==> src/rtl/ps2_pkg.sv <==
// Shared constants and prefix-state encoding for the PS/2 receive path.
package ps2_pkg;
  localparam logic [7:0] PS2_PREFIX_EXT = 8'hE0;
  localparam logic [7:0] PS2_PREFIX_BRK = 8'hF0;
  localparam int         PS2_FRAME_BITS = 11;

  typedef enum logic [1:0] {
    IDLE    = 2'd0,
    EXT     = 2'd1,
    BRK     = 2'd2,
    EXT_BRK = 2'd3
  } prefix_state_t;
endpackage

==> src/rtl/ps2_clk_filter.sv <==
// PS2_CLK synchroniser + FILTER_LEN-sample debounce; fe is a 1-cycle falling-edge strobe.
// Latency raw edge -> fe is 2 sync + FILTER_LEN cycles; no backpressure.
module ps2_clk_filter #(
  parameter int FILTER_LEN = 4
) (
  input  logic i_clk,
  input  logic i_rst,
  input  logic i_ps2_clk,
  output logic o_fe
);
  localparam int CW = (FILTER_LEN > 1) ? $clog2(FILTER_LEN) : 1;
  localparam logic [CW-1:0] LAST = CW'(FILTER_LEN - 1);

  logic [1:0]    r_sync;
  logic [CW-1:0] r_cnt;
  logic          r_filt;
  logic          r_filt_q;

  // Bus idles high, so the synchroniser and filter come out of reset at 1.
  always_ff @(posedge i_clk or posedge i_rst) begin
    if (i_rst) begin
      r_sync   <= 2'b11;
      r_cnt    <= '0;
      r_filt   <= 1'b1;
      r_filt_q <= 1'b1;
    end else begin
      r_sync   <= {r_sync[0], i_ps2_clk};
      r_filt_q <= r_filt;
      if (r_sync[1] == r_filt) begin
        r_cnt <= '0;
      end else if (r_cnt == LAST) begin
        r_filt <= r_sync[1];
        r_cnt  <= '0;
      end else begin
        r_cnt <= r_cnt + 1'b1;
      end
    end
  end

  assign o_fe = r_filt_q & ~r_filt;
endmodule

==> src/rtl/ps2_frame_rx.sv <==
// PS/2 device-to-host frame receiver: checks start/parity/stop, folds E0/F0 prefixes into flags.
// CODE_VALID/FRAME_ERR strobe 1 cycle after the 11th falling edge; no backpressure. Option: PS2_ERR_COUNT_EN.
module ps2_frame_rx
  import ps2_pkg::*;
#(
  parameter int FILTER_LEN  = 4,
  parameter int TIMEOUT_CYC = 50000
) (
  input  logic       CLOCK_50,
  input  logic       RESET,
  input  logic       PS2_CLK,
  input  logic       PS2_DAT,
  output logic [7:0] SCAN_CODE,
  output logic       EXTENDED,
  output logic       BREAK,
  output logic       CODE_VALID,
  output logic       FRAME_ERR
`ifdef PS2_ERR_COUNT_EN
  ,
  output logic [7:0] ERR_COUNT
`endif
);
  localparam int TW = $clog2(TIMEOUT_CYC + 1);
  localparam logic [TW-1:0] TO_LAST  = TW'(TIMEOUT_CYC);
  localparam logic [3:0]    BIT_LAST = 4'(PS2_FRAME_BITS - 1);

  logic [1:0]                r_rst_sync;
  logic                      w_rst;
  logic                      w_fe;
  logic [1:0]                r_dat_sync;
  logic [PS2_FRAME_BITS-1:0] r_shift;
  logic [PS2_FRAME_BITS-1:0] w_frame;
  logic [3:0]                r_bit_cnt;
  logic [TW-1:0]             r_to_cnt;
  logic                      w_to_hit;
  logic                      w_frame_last;
  logic                      w_frame_ok;
  logic [7:0]                w_byte;
  prefix_state_t             r_state, w_state_nxt;
  logic                      w_emit, w_emit_ext, w_emit_brk, w_err;
  logic [7:0]                r_scan;
  logic                      r_ext, r_brk, r_code_valid, r_frame_err;

  // Async assert, synchronous release of the internal reset.
  always_ff @(posedge CLOCK_50 or posedge RESET) begin
    if (RESET) r_rst_sync <= 2'b11;
    else       r_rst_sync <= {r_rst_sync[0], 1'b0};
  end
  assign w_rst = r_rst_sync[1];

  ps2_clk_filter #(.FILTER_LEN(FILTER_LEN)) u_clk_filter (
    .i_clk     (CLOCK_50),
    .i_rst     (w_rst),
    .i_ps2_clk (PS2_CLK),
    .o_fe      (w_fe)
  );

  // Checks look at the frame including the bit arriving this cycle, so results register on the 11th edge.
  assign w_frame      = {r_dat_sync[1], r_shift[PS2_FRAME_BITS-1:1]};
  assign w_byte       = w_frame[8:1];
  assign w_frame_last = w_fe && (r_bit_cnt == BIT_LAST);
  assign w_frame_ok   = ~w_frame[0] & w_frame[10] & (^w_frame[9:1]);
  assign w_to_hit     = !w_fe && (r_bit_cnt != 4'd0) && (r_to_cnt == TO_LAST);

  always_ff @(posedge CLOCK_50 or posedge w_rst) begin
    if (w_rst) begin
      r_dat_sync <= 2'b11;
      r_shift    <= '0;
      r_bit_cnt  <= '0;
      r_to_cnt   <= '0;
    end else begin
      r_dat_sync <= {r_dat_sync[0], PS2_DAT};
      if (w_fe) begin
        r_shift   <= w_frame;
        r_bit_cnt <= (r_bit_cnt == BIT_LAST) ? 4'd0 : r_bit_cnt + 4'd1;
      end else if (w_to_hit) begin
        r_bit_cnt <= '0;
      end
      if (w_fe || w_to_hit || (r_bit_cnt == 4'd0)) r_to_cnt <= '0;
      else                                         r_to_cnt <= r_to_cnt + 1'b1;
    end
  end

  always_ff @(posedge CLOCK_50 or posedge w_rst) begin
    if (w_rst) r_state <= IDLE;
    else       r_state <= w_state_nxt;
  end

  always_comb begin
    w_state_nxt = r_state;
    w_emit      = 1'b0;
    w_emit_ext  = 1'b0;
    w_emit_brk  = 1'b0;
    w_err       = 1'b0;
    if (w_to_hit || (w_frame_last && !w_frame_ok)) begin
      w_err       = 1'b1;
      w_state_nxt = IDLE;
    end else if (w_frame_last) begin
      case (r_state)
        IDLE: begin
          if (w_byte == PS2_PREFIX_EXT)      w_state_nxt = EXT;
          else if (w_byte == PS2_PREFIX_BRK) w_state_nxt = BRK;
          else                               w_emit = 1'b1;
        end
        EXT: begin
          if (w_byte == PS2_PREFIX_BRK) begin
            w_state_nxt = EXT_BRK;
          end else if (w_byte != PS2_PREFIX_EXT) begin
            w_emit      = 1'b1;
            w_emit_ext  = 1'b1;
            w_state_nxt = IDLE;
          end
        end
        BRK, EXT_BRK: begin
          w_state_nxt = IDLE;
          if (w_byte == PS2_PREFIX_EXT || w_byte == PS2_PREFIX_BRK) begin
            w_err = 1'b1;
          end else begin
            w_emit     = 1'b1;
            w_emit_ext = (r_state == EXT_BRK);
            w_emit_brk = 1'b1;
          end
        end
        default: w_state_nxt = IDLE;
      endcase
    end
  end

  always_ff @(posedge CLOCK_50 or posedge w_rst) begin
    if (w_rst) begin
      r_scan       <= '0;
      r_ext        <= 1'b0;
      r_brk        <= 1'b0;
      r_code_valid <= 1'b0;
      r_frame_err  <= 1'b0;
    end else begin
      r_code_valid <= w_emit;
      r_frame_err  <= w_err;
      if (w_emit) begin
        r_scan <= w_byte;
        r_ext  <= w_emit_ext;
        r_brk  <= w_emit_brk;
      end
    end
  end

  assign SCAN_CODE  = r_scan;
  assign EXTENDED   = r_ext;
  assign BREAK      = r_brk;
  assign CODE_VALID = r_code_valid;
  assign FRAME_ERR  = r_frame_err;

`ifdef PS2_ERR_COUNT_EN
  logic [7:0] r_err_count;
  always_ff @(posedge CLOCK_50 or posedge w_rst) begin
    if (w_rst)                             r_err_count <= '0;
    else if (w_err && r_err_count != 8'hFF) r_err_count <= r_err_count + 8'd1;
  end
  assign ERR_COUNT = r_err_count;
`endif
endmodule

==> config.mk <==
export PLATFORM = sky130hd
export DESIGN_NAME = ps2_frame_rx
export DESIGN_NICKNAME = d
export VERILOG_FILES = /design/src/rtl/ps2_pkg.sv /design/src/rtl/ps2_clk_filter.sv /design/src/rtl/ps2_frame_rx.sv
export SDC_FILE = /design/constraint.sdc
export NUM_CORES = 1
export LEC_CHECK = 0
export CAP_MARGIN = 10
export CELL_PAD_IN_SITES_DETAIL_PLACEMENT = 1
export CELL_PAD_IN_SITES_GLOBAL_PLACEMENT = 1
export CORE_ASPECT_RATIO = 0.75
export CORE_MARGIN = 2
export CORE_UTILIZATION = 35
export CTS_CLUSTER_SIZE = 20
export DETAILED_ROUTE_END_ITERATION = 6
export GPL_TIMING_DRIVEN = 0
export PLACE_DENSITY = 0.68
export SLEW_MARGIN = 5
export SYNTH_ARGS = -nofsm -noshare
export SYNTH_HDL_FRONTEND = slang
export SYNTH_HIERARCHICAL = 1
export SYNTH_SLANG_ARGS = --single-unit
==> constraint.sdc <==
create_clock -name CLOCK_50 -period 1.6 [get_ports CLOCK_50]
set_input_delay 0.4 -clock CLOCK_50 [delete_from_list [all_inputs] [get_ports CLOCK_50]]
set_output_delay 0.4 -clock CLOCK_50 [all_outputs]
set_load 0.05 [all_outputs]
==> out/metrics.cfg, run 1 <==
[global_routing]
use_met3=0.0324
busiest_layer=met1
grt_remaining_overflow=0
grt_pass1_wl_um=9750
grt_pass1_vias=1837
grtUsageTotal=0.161
grt_max_degree=31
antenna_found_initial=0
use_met1=0.245
use_met2=0.228

[placement]
dp_slack_ps=-565
hpwl_um=3760
port_buffers=15
routabilityCongestion=0.793
placed_area_um2=2850

[pwr]
peakVddDrop_v=0.000739
power_density_nw_per_um2=1660
intPower_uw=3330
power_leakage_uw=0.00144
combPwrFrac=0.462
p_switching_uw=1950
clkPwrFrac=0.174
seqPwrFrac=0.364
sw_frac_of_total=0.369

[cts]
cts_hold_buf=0
cts_tree=built
root_buffer=clkbuf_8
clk_path_buf_depth=2
htreeDepth=2
numCtsBuffers=5
clock_sinks=54
clk_pin_slew_ps=100
clock_latency_ps=310

[die]
initial_utilization=0.367
fp.dieH_um=77.6
die_area_um2=7930
die_x_um=102
core_area_um2=6900
io_pins=16
rows=26

[yosys]
ys_top_cells_by_area=dfrtp_1 45%, dfstp_2 8.3%, ha_1 5.4%, mux2_4 5.3%, o21ai_0 2.8%
synth-seq-cells=54
synth_top_family_by_area=simple AND/OR/NAND/NOR gates
synth_edf_count=0
synth.net_count=235
synth_compound_area_frac=0.0554
synth_mux_area_frac=0.0845
synthAdderAreaFrac=0.0544
synthCells=220
synth_top_area_cell=dfrtp_1
yosysWarnings=6
synth_simple_gate_area_frac=0.175
ys.flop_type=dfrtp_1
yosysTopAreaCellShare=0.455
syn_area_um2=2530
yosysMostFrequentCell=dfrtp_1
syn_area_per_cell_um2=11.5
synth_common_cells=46 x dfrtp_1, 17 x inv_1, 14 x nor2_1, 14 x o21ai_0, 13 x nand3_1
post_synth_num_cell_types=44
seq_area_frac_synth=0.538
synthArstFlopShare=1.00
synth_xor_area_frac=0.0534

[critical_path]
reg2reg_depth=7
cp_max_fo=10
critPathArrivalTime_ps=2230
reg2reg_to=SCAN_CODE[1]$_DFFE_PP0P_
path_class=register to register
crit_path_end_kind=register
critPathLaunchType=register
r2r_setup_slack_ps=-430
rr_startpoint=r_shift[3]$_DFFE_PP0P_
crit_required_ps=1800

[timing]
setup_viol=32
hold_viol=0
fmax_mhz=493
grt_setup_unrepaired=yes
fin_tns_setup_ps=-6750
worst_hold_slack_ps=183
period_needed_ps=2030
setup_ws_ps=-427
finalMaxSlewViolations=0
fin_crit_sh=1.27
skew_ps=4.05

[drt]
wl_per_cell_um=16.2
via_count=1793
drtPass1Iterations=4
drc=0
wirelength_um=5810
viasPerCell=4.99
dr.first_iter.drc_count=55
detail-route-antenna-nets=0

[finish]
drive_gt1_frac=0.356
area_growth_pct=25.4
multiInputGateArea_um2=1200
final_cell_area_um2=3170
n_fill_cell=771
post-route-util=0.460
nets=275
seq_area_um2=1360
antenna_cells=0

[job]
drv_cap=0

[worst_hold_path]
worstHoldPathType=register to asynchronous set/reset pin

[run_status]
status=complete, but fails checks
violations=negative setup slack

-- layout by cell type, fill, tap and decap left out, types with 6 or more instances in the layout --
cell      count
dfstp_2       8
clkbuf_2     10
inv_1        14
xnor2_1       6
nand4_1      10
nor2_1        9
buf_4        14
nand2_1       9
mux2_4        9
dfrtp_1      46
o21ai_0       9
buf_6         6
ha_1          9
nand3_1      11
mux2_2        6
-- registers in the layout, summed over array words and instances, names as in the netlist, 2 cells and up --
| register | cells |
|---|---|
| r_state | 2 |
| r_to_cnt | 16 |
| u_clk_filter/r_sync | 2 |
| u_clk_filter/r_cnt | 2 |
| r_dat_sync | 2 |
| SCAN_CODE | 8 |
| r_shift | 10 |
| r_rst_sync | 2 |
| r_bit_cnt | 4 |
-- what timing repair did --
item	in CTS	in global routing
gates resized for setup	47	22
endpoints found under the setup margin	50	43
pin swaps	12	7
cloned	1	0
buffers inserted	14	5
-- power groups by stage --
stage	clock network [µW]	registers, µW	logic, µW
finish	918	1920	2440
global route	1010	1970	2660
global placement	0	1930	1670
CTS	952	1910	2180
floorplan	0	1920	1290
detailed placement	0	1950	1710
-- worst max-delay path, stage by stage, from the launching register on --
cell	delay [ps]
dfrtp_1	380
inv_2	60
ha_4	250
xnor3_1	410
xnor2_2	180
nand3_2	140
buf_8	190
mux2_4	300
-- metal layers --
layer	wire [µm]	part of all wire
met5	0	0
met3	159	0.027
met1	2840	0.49
met4	75	0.013
met2	2740	0.47
-- how the worst max path moves through the flow --
stage                                       from                        to  slack [ps]  cells after the start
after CTS                 r_shift[4]$_DFFE_PP0P_  SCAN_CODE[1]$_DFFE_PP0P_        -410                      7
final                     r_shift[3]$_DFFE_PP0P_  SCAN_CODE[1]$_DFFE_PP0P_        -430                      7
after detailed placement  r_shift[3]$_DFFE_PP0P_  SCAN_CODE[1]$_DFFE_PP0P_        -560                      7
after global placement    r_shift[4]$_DFFE_PP0P_  SCAN_CODE[6]$_DFFE_PP0P_        -550                      7
after floorplan           r_shift[3]$_DFFE_PP0P_         BREAK$_DFFE_PP0P_        -370                      7
after global routing      r_shift[2]$_DFFE_PP0P_  SCAN_CODE[0]$_DFFE_PP0P_        -480                      7
-- final cells by class --
type,count,area share
inverters,17,0.0201
plain buffers,3,0.00985
clock buffers,7,0.0240
flip-flops and latches,54,0.429
multi-input cells,144,0.378
well taps,98,0.0386
repair buffers,35,0.0907
clock inverters,1,0.00946
-- stage by stage --
stage | power, µW | cells
4_1_cts | 5050 | 355
5_1_grt | 5630 | 359
6_report | 5280 | 359
3_3_place_gp | 3600 | 333
2_1_floorplan | 3210 | 220
3_5_place_dp | 3660 | 334
-- cells by family (layout without fill, tap and decap cells) --
logic type	Yosys count	in the layout
XOR/XNOR	13	13
flip-flops	54	54
multiplexers	16	16
adder cells (fa/ha/maj)	11	11
AO/OA/AOI/OAI	25	25
buffers and inverters	22	63
other	1	1
AND/OR/NAND/NOR	78	78
No activity file was read; power rests on OpenSTA's default activity.
==> inputs of run 2 (changes only) <==
Settings changed: MAX_ROUTING_LAYER from default to met4.
==> run 2 against run 1 <==
  * Count of clock-buffer cells in the layout is the same
  * The flow still finishes with violations (negative setup slack)
  * Clock power barely moved
  * Total power is essentially flat
  * Via count barely moved
  * Worst hold slack about the same
  * Clock skew increased by 0.53 ps
  * Global-route usage up 0.43 points
  * Largest cell class unchanged
  * Critical path depth is the same
  * Routed wire length about the same
==> out/metrics.cfg, run 2 (synthesis results as in run 1) <==
[global_routing]
grt_pass1_wl_um=9740
grt_max_degree=31
antenna_found_initial=0
grtUsageTotal=0.165
grt_remaining_overflow=0
grt_pass1_vias=1839

[drt]
dr.first_iter.drc_count=55
wirelength_um=5810
detail-route-antenna-nets=0
wl_per_cell_um=16.2
drc=0
via_count=1794
viasPerCell=5.00
drtPass1Iterations=4

[timing]
fin_tns_setup_ps=-6760
setup_ws_ps=-427
period_needed_ps=2030
worst_hold_slack_ps=183
skew_ps=4.58
grt_setup_unrepaired=yes
fin_crit_sh=1.27
setup_viol=32
fmax_mhz=493
finalMaxSlewViolations=0
hold_viol=0

[finish]
largest_register=r_to_cnt
antenna_cells=0
drive_gt1_frac=0.356
layout_commonest_cell=dfrtp_1
final_cell_mix=46 x dfrtp_1, 14 x inv_1, 14 x buf_4
largest_reg_flops=16
nets=275
area_growth_pct=25.4
post-route-util=0.460

[critical_path]
rr_startpoint=r_shift[3]$_DFFE_PP0P_
r2r_setup_slack_ps=-430
critPathArrivalTime_ps=2230
reg2reg_depth=7
crit_path_end_kind=register
path_class=register to register
cp_max_fo=10
critPathLaunchType=register
reg2reg_to=SCAN_CODE[1]$_DFFE_PP0P_
crit_required_ps=1800

[die]
core_area_um2=6900
fp.dieH_um=77.6
io_pins=16
rows=26
die_area_um2=7930
die_x_um=102
initial_utilization=0.367

[cts]
clock_sinks=54
root_buffer=clkbuf_8
clock_latency_ps=310
cts_hold_buf=0
htreeDepth=2
numCtsBuffers=5
cts_tree=built
clk_path_buf_depth=2
clk_pin_slew_ps=100

[pwr]
peakVddDrop_v=0.000739
power_leakage_uw=0.00144
p_total_uw=5290
power_density_nw_per_um2=1670

[job]
drv_cap=0

[run_status]
violations=negative setup slack
status=complete, but fails checks

[worst_hold_path]
worstHoldPathType=register to asynchronous set/reset pin

[placement]
port_buffers=15
routabilityCongestion=0.805
hpwl_um=3760

run 2: worst max path at each step:
stage,endpoint,from,slack (ps),cells after the start
after floorplan,BREAK$_DFFE_PP0P_,r_shift[3]$_DFFE_PP0P_,-370,7
after global placement,SCAN_CODE[6]$_DFFE_PP0P_,r_shift[4]$_DFFE_PP0P_,-550,7
after detailed placement,SCAN_CODE[1]$_DFFE_PP0P_,r_shift[3]$_DFFE_PP0P_,-560,7
after CTS,SCAN_CODE[1]$_DFFE_PP0P_,r_shift[4]$_DFFE_PP0P_,-410,7
after global routing,SCAN_CODE[0]$_DFFE_PP0P_,r_shift[2]$_DFFE_PP0P_,-480,7
final,SCAN_CODE[1]$_DFFE_PP0P_,r_shift[3]$_DFFE_PP0P_,-430,7
run 2: stage by stage:
step           area (µm²)  instances  setup slack [ps]
2_1_floorplan        2560        220              -367
3_3_place_gp         2830        333              -551
3_5_place_dp         2850        334              -565
4_1_cts              3130        355              -412
5_1_grt              3170        359              -483
6_report             3170        359              -427
run 2: layout make-up:
class                           count  area [µm²]
Buffer                              3        31.3
Clock buffer                        7        76.3
Clock inverter                      1        30.0
Fill cell                         771        3720
Inverter                           17        63.8
Multi-Input combinational cell    144        1200
Sequential cell                    54        1360
Tap cell                           98         123
Timing Repair Buffer               35         288
run 2: worst max-delay path: stages, from the launching register on:
cell and delay, ps:
dfrtp_1 380, inv_2 60, ha_4 250, xnor3_1 410, xnor2_2 180, nand3_2 140, buf_8 190, mux2_4 300
run 2: what timing repair did:
action	in CTS	in global routing
hold endpoints to repair	0	0
resized for setup	47	22
setup endpoints to repair	50	43
setup buffers	14	5
pin swaps	12	7
cloned	1	0
run 2: metal layers:
| metal | up-vias | global-route usage | part of all wire |
|---|---|---|---|
| li1 | 848 | - | - |
| met1 | 914 | 0.243 | 0.49 |
| met2 | 23 | 0.230 | 0.47 |
| met3 | 9 | 0.0324 | 0.028 |
| met4 | 0 | 0.0520 | 0.013 |
| met5 | - | - | 0 |
run 2: where the power goes:
group	total (µW)	internal (µW)	switching, µW
Sequential	1920	1650	270
Combinational	2440	1210	1230
Clock	921	469	452
Total	5290	3330	1950
